## src/rtl/instr_r_tx.sv

```systemverilog
// Read-back transmitter: serialises a 32-bit instruction word and its 32-bit
// address into bytes for the UART TX, LSB-first, data bytes first, then the
// address bytes when SEND_ADDR is set.
//
// state     | meaning
// ----------+-------------------------------------------------------------
// IDLE      | no transfer; waits for send_req while read-back mode is on
// SEND      | waits for the UART to be free, then presents the next byte
// WAIT_ACK  | byte request held until the UART reports busy (or time-out)
// WAIT_DONE | UART shifting the byte; advances to next byte when it ends
// DONE      | one-cycle completion pulse on done_tx
module instr_r_tx #(
    parameter int SEND_ADDR   = 1,
    parameter int ACK_TIMEOUT = 1023
) (
    input  logic        clk,
    input  logic        rst,
    input  logic        pos_instr_r,
    input  logic        neg_instr_r,
    input  logic        send_req,
    input  logic [31:0] data_tx,
    input  logic [31:0] addr_tx,
    input  logic        tx_busy,
    output logic [7:0]  data_out_tx,
    output logic        tx_data_valid,
    output logic        direct_tx,
    output logic        busy_tx,
    output logic        done_tx,
    output logic        err_tx
);

    localparam int NBYTES = (SEND_ADDR != 0) ? 8 : 4;
    localparam int TW     = (ACK_TIMEOUT < 2) ? 1 : $clog2(ACK_TIMEOUT + 1);
    localparam logic [2:0]    LAST_BYTE = 3'(NBYTES - 1);
    localparam logic [TW-1:0] TMO_MAX   = TW'(ACK_TIMEOUT);

    typedef enum logic [2:0] {
        S_IDLE      = 3'd0,
        S_SEND      = 3'd1,
        S_WAIT_ACK  = 3'd2,
        S_WAIT_DONE = 3'd3,
        S_DONE      = 3'd4
    } state_t;

    state_t        state;
    state_t        state_nxt;
    logic [2:0]    cnt;
    logic [2:0]    cnt_nxt;
    logic [63:0]   shadow;
    logic [63:0]   shadow_nxt;
    logic [TW-1:0] tmo;
    logic [TW-1:0] tmo_nxt;
    logic [7:0]    dout_nxt;
    logic          valid_nxt;
    logic          direct_nxt;
    logic          err_nxt;
    logic          done_nxt;
    logic          busy_nxt;

    logic abort;
    logic accept;
    logic ack_tmo;

    // A mode pulse during a transfer kills it, ahead of any other transition.
    assign abort   = (pos_instr_r | neg_instr_r) & (state != S_IDLE);
    assign accept  = (state == S_IDLE) & direct_tx & send_req;
    assign ack_tmo = (tmo == TMO_MAX);

    // State register
    always_ff @(posedge clk or negedge rst) begin
        if (!rst) begin
            state <= S_IDLE;
        end else begin
            state <= state_nxt;
        end
    end

    // Next-state logic
    always_comb begin
        state_nxt = state;
        case (state)
            S_IDLE: begin
                if (accept) state_nxt = S_SEND;
            end
            S_SEND: begin
                if (!tx_busy) state_nxt = S_WAIT_ACK;
            end
            S_WAIT_ACK: begin
                if (tx_busy)      state_nxt = S_WAIT_DONE;
                else if (ack_tmo) state_nxt = S_IDLE;
            end
            S_WAIT_DONE: begin
                if (!tx_busy) state_nxt = (cnt == LAST_BYTE) ? S_DONE : S_SEND;
            end
            S_DONE: begin
                state_nxt = S_IDLE;
            end
            default: begin
                state_nxt = S_IDLE;
            end
        endcase
        if (abort) state_nxt = S_IDLE;
    end

    // Next values of the datapath and of every registered output
    always_comb begin
        cnt_nxt    = cnt;
        shadow_nxt = shadow;
        tmo_nxt    = tmo;
        dout_nxt   = data_out_tx;
        valid_nxt  = tx_data_valid;
        err_nxt    = err_tx;

        if (pos_instr_r)      direct_nxt = 1'b1;
        else if (neg_instr_r) direct_nxt = 1'b0;
        else                  direct_nxt = direct_tx;

        if (abort) begin
            // data_out_tx and err_tx deliberately keep their values.
            valid_nxt = 1'b0;
            cnt_nxt   = 3'd0;
        end else begin
            case (state)
                S_IDLE: begin
                    if (accept) begin
                        shadow_nxt = {addr_tx, data_tx};
                        cnt_nxt    = 3'd0;
                        err_nxt    = 1'b0;
                    end
                end
                S_SEND: begin
                    if (!tx_busy) begin
                        dout_nxt  = shadow[{cnt, 3'b000} +: 8];
                        valid_nxt = 1'b1;
                        tmo_nxt   = '0;
                    end
                end
                S_WAIT_ACK: begin
                    if (tx_busy) begin
                        valid_nxt = 1'b0;
                    end else if (ack_tmo) begin
                        valid_nxt = 1'b0;
                        err_nxt   = 1'b1;
                    end else begin
                        tmo_nxt = tmo + TW'(1);
                    end
                end
                S_WAIT_DONE: begin
                    if (!tx_busy && (cnt != LAST_BYTE)) cnt_nxt = cnt + 3'd1;
                end
                default: begin
                end
            endcase
        end

        done_nxt = (state_nxt == S_DONE);
        busy_nxt = (state_nxt != S_IDLE);
    end

    // Datapath and output registers
    always_ff @(posedge clk or negedge rst) begin
        if (!rst) begin
            cnt           <= 3'd0;
            shadow        <= 64'd0;
            tmo           <= '0;
            data_out_tx   <= 8'd0;
            tx_data_valid <= 1'b0;
            direct_tx     <= 1'b0;
            busy_tx       <= 1'b0;
            done_tx       <= 1'b0;
            err_tx        <= 1'b0;
        end else begin
            cnt           <= cnt_nxt;
            shadow        <= shadow_nxt;
            tmo           <= tmo_nxt;
            data_out_tx   <= dout_nxt;
            tx_data_valid <= valid_nxt;
            direct_tx     <= direct_nxt;
            busy_tx       <= busy_nxt;
            done_tx       <= done_nxt;
            err_tx        <= err_nxt;
        end
    end

endmodule

```

## config.mk

```make
export PLATFORM = sky130hd
export DESIGN_NAME = instr_r_tx
export DESIGN_NICKNAME = d
export VERILOG_FILES = /design/src/rtl/instr_r_tx.sv
export SDC_FILE = /design/constraint.sdc
export NUM_CORES = 1
export LEC_CHECK = 0
export CORE_UTILIZATION = 45
export CTS_CLUSTER_DIAMETER = 150
export DETAILED_ROUTE_END_ITERATION = 8
export PLACE_DENSITY = 0.79
export SKIP_LAST_GASP = 1
export SLEW_MARGIN = 10
export SYNTH_ARGS = -nofsm -noshare
export SYNTH_HDL_FRONTEND = slang
export SYNTH_SLANG_ARGS = --single-unit
```

## constraint.sdc

```tcl
create_clock -name clk -period 2.3 [get_ports clk]
set_clock_uncertainty 0.1 [all_clocks]
set_input_delay 0.345 -clock clk [delete_from_list [all_inputs] [get_ports clk]]
set_output_delay 0.345 -clock clk [all_outputs]
set_load 0.01 [all_outputs]
```

==> Yosys cells after proc, flatten, opt, wreduce, memory -nomap -nowiden <==
Cells that the tools add are included.
{ "word_totals": {"ff_bits": 93, "latchBits": 0, "mem_bits_rw": 0, "mem_bits_ro": 0, "elab_cells": 78, "mem_count": 0} }
{ "classes": {"addsub": 2, "mul": 0, "div_mod_pow": 0, "order_cmp": 0, "eq_ne": 16, "shifts": 1, "muxes": 27, "bitwise_logic": 6, "reduce_logical": 16} }
{ "ops": {"columns": ["op", "n"], "rows": [
  ["64-bit by 7-bit indexed part select with 8-bit output", 1],
  ["10-bit 2-to-1 mux", 3],
  ["3-bit 2-to-1 mux", 10],
  ["10-bit one-hot mux with 2 select lines", 1],
  ["3-bit inequality test, second input constant", 4],
  ["3-bit one-hot mux with 4 select lines", 1],
  ["3-bit AND reduction", 4],
  ["3-bit nonzero test", 4],
  ["10-bit by 1-bit adder with 10-bit output, second input constant", 1],
  ["10-bit == test, second input constant", 1],
  ["2-bit inequality test, second input constant", 5],
  ["5-bit AND reduction", 2],
  ["1-bit 2-to-1 mux", 9],
  ["3-bit by 2-bit == test with 1-bit output, second input constant", 2],
  ["3-bit == test, second input constant", 2],
  ["3-bit one-hot mux with 2 select lines", 1],
  ["2-bit nonzero test", 3],
  ["4-bit inequality test, second input constant", 1],
  ["1-bit one-hot mux with 2 select lines", 2],
  ["3-bit by 1-bit adder with 3-bit output, second input constant", 1],
  ["1-bit bitwise AND", 3],
  ["3-bit by 1-bit == test with 1-bit output, second input constant", 1],
  ["3-bit zero test", 1],
  ["1-bit inverter", 2],
  ["3 further kinds", 3]
]} }

==> Logic depth before layout (Yosys ltp) <==
Gate-level depths: netlist of the first run.
{ "depth": {"ltp_word": 7, "mapped_depth": 7, "depth_no_buf": 6} }

==> Worst setup path after synthesis of the first run <==
OpenSTA, ideal clock, no wires.
{ "synth_path": {"path_kind": "flip-flop to flip-flop", "startpoint": "reg state[2]", "endpoint": "reg tmo[0]", "setup_ns": 0.125, "arrival_ns": 1.537, "t_required_ns": 2.075, "slack_ns": 0.539, "path_stages_with_launch": 6, "n_path_buf": 1, "synth_period_minus_slack_ns": 1.761, "path_cell_list": "dfrtp_1 -> nor4_4 -> nand2_4 -> buf_6 -> or2_1 -> mux2_2"} }
{ "synth_between": {"elab_chain_len": 4, "elab_cells_between_ends": 11, "cone_classes": "eq/ne (5); mux (1); bitwise (2); reduce/logical (3)"} }
{ "synth_lines": {"columns": ["element", "line", "text"], "rows": [
  ["start, declared", "45", "state_t state;"],
  ["start signal, assigned", "74", "state <= state_nxt;"],
  ["branches (longest 4 deep; another with 5-bit AND reduction)", null, null],
  ["end signal, assigned", "175", "tmo <= tmo_nxt;"],
  ["end, declared", "51", "logic [TW-1:0] tmo;"]
]} }
Parallel ways; which one is timed is not known.
A chain may end at the register's enable or synchronous reset.

==> Final worst setup path of the first run <==
{ "layout_path": {"startpoint": "reg state[1]", "endpoint": "reg tmo[0]"} }
The elaborated chain is that of the path after synthesis.

==> results.sh, run 1 <==
export IMPL_fp_dieW_um=100.3
export IMPL_clk_latency_ns=0.35
export IMPL_power_frac_clock_pct=21.2
export IMPL_cp_max_fo=11
export IMPL_cts_repair_resized=0
export IMPL_synthArstFlopShare_pct=100.0
export IMPL_status="finished, final reports clean"
export IMPL_synthFlopType="dfrtp_1"
export IMPL_critPathKind="reg2reg"
export IMPL_power_density_nw_per_um2=1030
export IMPL_hold_buffers=1
export IMPL_ant_nets=0
export IMPL_htree_levels=3
export IMPL_synth_top_cells_by_area="dfrtp_1 54%, nand2_1 19%, mux4_2 8.3%"
export IMPL_switching_share_pct=32.50
export IMPL_fillers=791
export IMPL_hp_class="reg2reg"
export IMPL_post_route_period_util_pct=88.98
export IMPL_p_leak_nw=2.677
export IMPL_grt_pass1_vias=3312
export IMPL_ir_drop_mv=0.4573
export IMPL_yosys_warnings=0
export IMPL_grt_start_max_net_pins=65
export IMPL_power_mw=5.743
export IMPL_end_kind="flip-flop"
export IMPL_seq_area_um2=2327
export IMPL_synth_top_area_share_pct=53.51
export IMPL_max_freq_mhz=488.6
export IMPL_netlist_instances=446
export IMPL_relSlewSlack_pct=59.60
export IMPL_cts_buffers=9
export IMPL_ios=83
export IMPL_place_congestion=0.8595
export IMPL_cts_tree="done"
export IMPL_vias=3400
export IMPL_intPower_mw=3.876
export IMPL_drive_gt1_share_pct=10.67
export IMPL_synth_seq_area_share_pct=53.51
export IMPL_hpwl_um=6953
export IMPL_pwr_share_comb_pct=31.3
export IMPL_layout_common_cells="216 x nand2_1, 93 x dfrtp_1, 81 x clkdlybuf4s50_1"
export IMPL_syn_area_um2=4349
export IMPL_drc=0
export IMPL_cts_setup_buffers=0
export IMPL_grt_overflow_total=0
export IMPL_fp_coreArea_um2=9284
export IMPL_synthDistinctLibCells=43
export IMPL_path_clk_slew_ns=0.09
export IMPL_crit_arrival_ns=2.24
export IMPL_antenna_found_initial=0
export IMPL_dr_pass1_iters=4
export IMPL_die_y_um=100.3
export IMPL_start_util_pct=46.85
export IMPL_die_area_um2=10060
export IMPL_grt_first_pass_wirelength_um=16010
export IMPL_finalSetupViolations=0
export IMPL_drt_iter0_markers=207
export IMPL_finalWirelength_um=9737
export IMPL_final_min_clock_period_ns=2.047
export IMPL_synth_top_area_cell="dfrtp_1"
export IMPL_cts_path_max_buffers=2
export IMPL_syn2layout_area_growth_pct=28.22
export IMPL_finalSetupTns_ns=0
export IMPL_synth_seq_cells=93
export IMPL_final_net_count=602
export IMPL_rsz0062_at_grt="false"
export IMPL_placed_cells=646
export IMPL_maxCapViolations=0
export IMPL_viasPerCell=5.128
export IMPL_syn_nets=519
export IMPL_switchingPower_mw=1.866
export IMPL_syn_avg_cell_area_um2=9.752
export IMPL_multi_input_area_um2=1898
export IMPL_root_buffer="clkbuf_8"
export IMPL_n_antenna_cell=0
export IMPL_wl_per_cell_um=14.69
export IMPL_rows=35
export IMPL_cp_start_kind="flip-flop"
export IMPL_required_ns=2.50
export IMPL_numClockSinks=93
export IMPL_hold_viol=0
export IMPL_track_usage_pct=20.85
export IMPL_synth_edf_count=0
export IMPL_worst_pin_slew_ns=0.6060
export IMPL_layout_commonest_cell="nand2_1"
export IMPL_port_buffers=82
export IMPL_slew_violations=0
export IMPL_fin_cells=663
export IMPL_seq_power_share_pct=47.5
## synth_stat cells (2+ instances only)
cell type	count
clkbuf_1	6
nor3_1	7
or3_1	3
nor4_4	2
buf_2	16
a21oi_1	7
o21ai_0	9
o31ai_1	5
dfrtp_1	93
nor4_1	3
nand3_1	3
mux2_2	2
nor2_1	3
mux4_2	16
or4_1	4
ha_1	3
nand2b_1	4
nor2b_1	3
nor3b_1	4
inv_1	3
mux2i_1	13
nand2_1	216
## registers in the layout, indices dropped and copies added, names as in the netlist
name           flops
busy_tx            1
cnt                3
data_out_tx        8
direct_tx          1
done_tx            1
err_tx             1
shadow            64
state              3
tmo               10
tx_data_valid      1
## final timing paths
kind                            start  slack [ns]  depth (start not counted)    endpoint
max                          state[1]        0.25                          4      tmo[0]
min                        shadow[58]        0.38                          2  shadow[58]
max reg2reg                  state[1]        0.25                          4      tmo[0]
min reg2reg                shadow[58]        0.38                          2  shadow[58]
max in group asynchronous         rst        1.01                          3  shadow[11]
min in group asynchronous         rst        0.43                          2   direct_tx
## critical path, cell delays in order, from the launching register on
cell and delay (ns):
dfrtp_1 0.55, or3b_4 0.45, nor4_4 0.54, or2_1 0.19, mux2_2 0.15
## metal layers
layer	part of all wire (%)	vias to the layer above	global-route usage (%)
li1	-	1644	-
met1	44	1646	28.52
met2	50	97	33.46
met3	4.7	13	3.621
met4	1.7	0	8.027
met5	0	-	0
## cell type report
type,instances,area share (%)
sequential,93,41.73
multi-input combinational,325,34.04
timing repair buffer,96,17.05
tap,129,2.894
clock buffer,11,2.535
clock inverter,5,1.481
inverter,4,0.2692
## logic make-up after synthesis
family / synth area share (%)
xor+xnor: 0.2014
flops: 53.51
fa+ha+maj: 0.8632
mux: 11.80
compound gates: 4.402
buf+inv: 3.136
simple gates: 26.09
## metrics by stage
stage	area, um2	utilization [%]	hold WS [ns]	worst slack [ns]
2_1_floorplan	4349	-	-0.05059	0.5387
3_3_place_gp	5343	57.55	0.2795	0.07010
3_5_place_dp	5343	57.55	0.2886	-0.01670
4_1_cts	5577	60.07	0.3801	0.2593
5_1_grt	5577	60.07	0.3948	0.1448
6_report	5577	60.07	0.3798	0.2534
## power by group through the flow
stage	clock network, mW	logic, mW	registers (mW)
global placement	0	1.73	2.70
global route	1.30	2.02	2.81
CTS	1.24	1.83	2.72
detailed placement	0	1.82	2.75
floorplan	0	1.19	2.63
finish	1.22	1.80	2.73
Power figures use the tool's default switching activity.
==> inputs of run 2 (changes only) <==
- CTS_BUF_LIST: default -> sky130_fd_sc_hd__clkbuf_8
==> results.sh, run 2 (synthesized netlist as in run 1, its figures left out) <==
export IMPL_worst_pin_slew_ns=0.6063
export IMPL_slew_violations=0
export IMPL_finalWirelength_um=9737
export IMPL_die_y_um=100.3
export IMPL_drc=0
export IMPL_reg_top3="shadow x64, tmo x10, data_out_tx x8"
export IMPL_cp_start_kind="flip-flop"
export IMPL_critical_path_top_delay_family="simple AND/OR/NAND/NOR gates"
export IMPL_cts_repair_resized=0
export IMPL_post_route_period_util_pct=88.95
export IMPL_track_usage_pct=20.85
export IMPL_dr_pass1_iters=4
export IMPL_grt_start_max_net_pins=65
export IMPL_place_congestion=0.8595
export IMPL_die_area_um2=10060
export IMPL_grt_overflow_total=0
export IMPL_ios=83
export IMPL_seq_area_um2=2327
export IMPL_layout_commonest_cell="nand2_1"
export IMPL_rsz0062_at_grt="false"
export IMPL_path_clk_slew_ns=0.09
export IMPL_fillers=791
export IMPL_n_antenna_cell=0
export IMPL_hp_class="reg2reg"
export IMPL_hpwl_um=6953
export IMPL_critPathKind="reg2reg"
export IMPL_clk_latency_ns=0.35
export IMPL_required_ns=2.50
export IMPL_syn2layout_area_growth_pct=28.22
export IMPL_relSlewSlack_pct=59.58
export IMPL_finish_utilization_pct=60.07
export IMPL_start_util_pct=46.85
export IMPL_antenna_found_initial=0
export IMPL_drive_gt1_share_pct=10.67
export IMPL_cts_setup_buffers=0
export IMPL_ir_drop_mv=0.4578
export IMPL_drt_iter0_markers=203
export IMPL_finalSetupViolations=0
export IMPL_crit_arrival_ns=2.24
export IMPL_cts_tree="done"
export IMPL_maxCapViolations=0
export IMPL_vias=3399
export IMPL_root_buffer="clkbuf_8"
export IMPL_worst_slack_ns=0.2541
export IMPL_fp_coreArea_um2=9284
export IMPL_grt_first_pass_wirelength_um=16010
export IMPL_whs_ns=0.3799
export IMPL_final_net_count=602
export IMPL_port_buffers=82
export IMPL_critPathMaxStageDelay_ns=0.55
export IMPL_rows=35
export IMPL_grt_pass1_vias=3312
export IMPL_status="finished, final reports clean"
export IMPL_cts_path_max_buffers=2
export IMPL_largest_register_ffs=64
export IMPL_htree_levels=3
export IMPL_power_density_nw_per_um2=1029
export IMPL_crit_chain="or3b_4 > nor4_4 > or2_1 > mux2_2"
export IMPL_hold_viol=0
export IMPL_layout_common_cells="216 x nand2_1, 93 x dfrtp_1, 81 x clkdlybuf4s50_1"
export IMPL_multi_input_area_um2=1898
export IMPL_path_buf_inv=0
export IMPL_cp_max_fo=11
export IMPL_numClockSinks=93
export IMPL_ant_nets=0
export IMPL_largest_register="shadow"
export IMPL_end_kind="flip-flop"
export IMPL_viasPerCell=5.127
export IMPL_cts_buffers=9
export IMPL_p_leak_nw=2.681
export IMPL_final_min_clock_period_ns=2.046
export IMPL_wl_per_cell_um=14.69
export IMPL_place_ws_ns=-0.01670
export IMPL_worst_path_max_delay_cell="dfrtp_1"
export IMPL_fp_dieW_um=100.3
export IMPL_max_freq_mhz=488.8
## run 2: final timing paths
path                       slack (ns)  cells past startpoint  startpoint    endpoint
min in group asynchronous        0.43                      2         rst   direct_tx
max in group asynchronous        1.01                      3         rst  shadow[11]
hold / removal                   0.38                      2  shadow[58]  shadow[58]
setup / recovery                 0.25                      4    state[1]      tmo[0]
hold reg to reg                  0.38                      2  shadow[58]  shadow[58]
setup reg to reg                 0.25                      4    state[1]      tmo[0]
## run 2: layout make-up
type,count,share of cell area [%]
clock buffer,10,2.468
clock inverter,6,1.548
inverter,4,0.2692
multi-input combinational,325,34.04
sequential,93,41.73
tap,129,2.894
timing repair buffer,96,17.05
## run 2: through the flow
step / setup TNS, ns / instance area [um2] / total power, mW / cells
CTS: 0 / 5577 / 5.786 / 663
floorplan: 0 / 4349 / 3.813 / 446
global route: 0 / 5577 / 6.131 / 663
detailed placement: -0.02040 / 5343 / 4.565 / 646
finish: 0 / 5577 / 5.738 / 663
global placement: 0 / 5343 / 4.433 / 646
## run 2: timing repair
action / 4_1_cts / 5_1_grt
endpoints found under the setup margin: 0 / 0
hold buffers: 1 / 0
hold endpoints to repair: 46 / 0
## run 2: power by group
group | switching [mW] | internal (mW) | total [mW]
clock network | 0.571 | 0.643 | 1.21
registers | 0.414 | 2.31 | 2.73
logic | 0.881 | 0.918 | 1.80
total | 1.87 | 3.87 | 5.74
## run 2: worst min-delay path, delay by kind of cell (launching register included)
kind	cells	cell delay, ns
flops	1	0.35
simple gates	2	0.11
## run 2: layer usage
| metal | up-vias | routed length (um) | GRT usage [%] |
|---|---|---|---|
| li1 | 1644 | - | - |
| met1 | 1647 | 4225 | 28.52 |
| met2 | 95 | 4891 | 33.46 |
| met3 | 13 | 459 | 3.621 |
| met4 | 0 | 161 | 8.027 |
| met5 | - | 0 | 0 |
==> inputs of run 3 (changes only) <==
- ABC_CLOCK_PERIOD_IN_PS: default -> 2300
- CAP_MARGIN: default -> 5
==> results of run 3 <==
No change in the layout: final DEF, timing and power equal those of run 2.
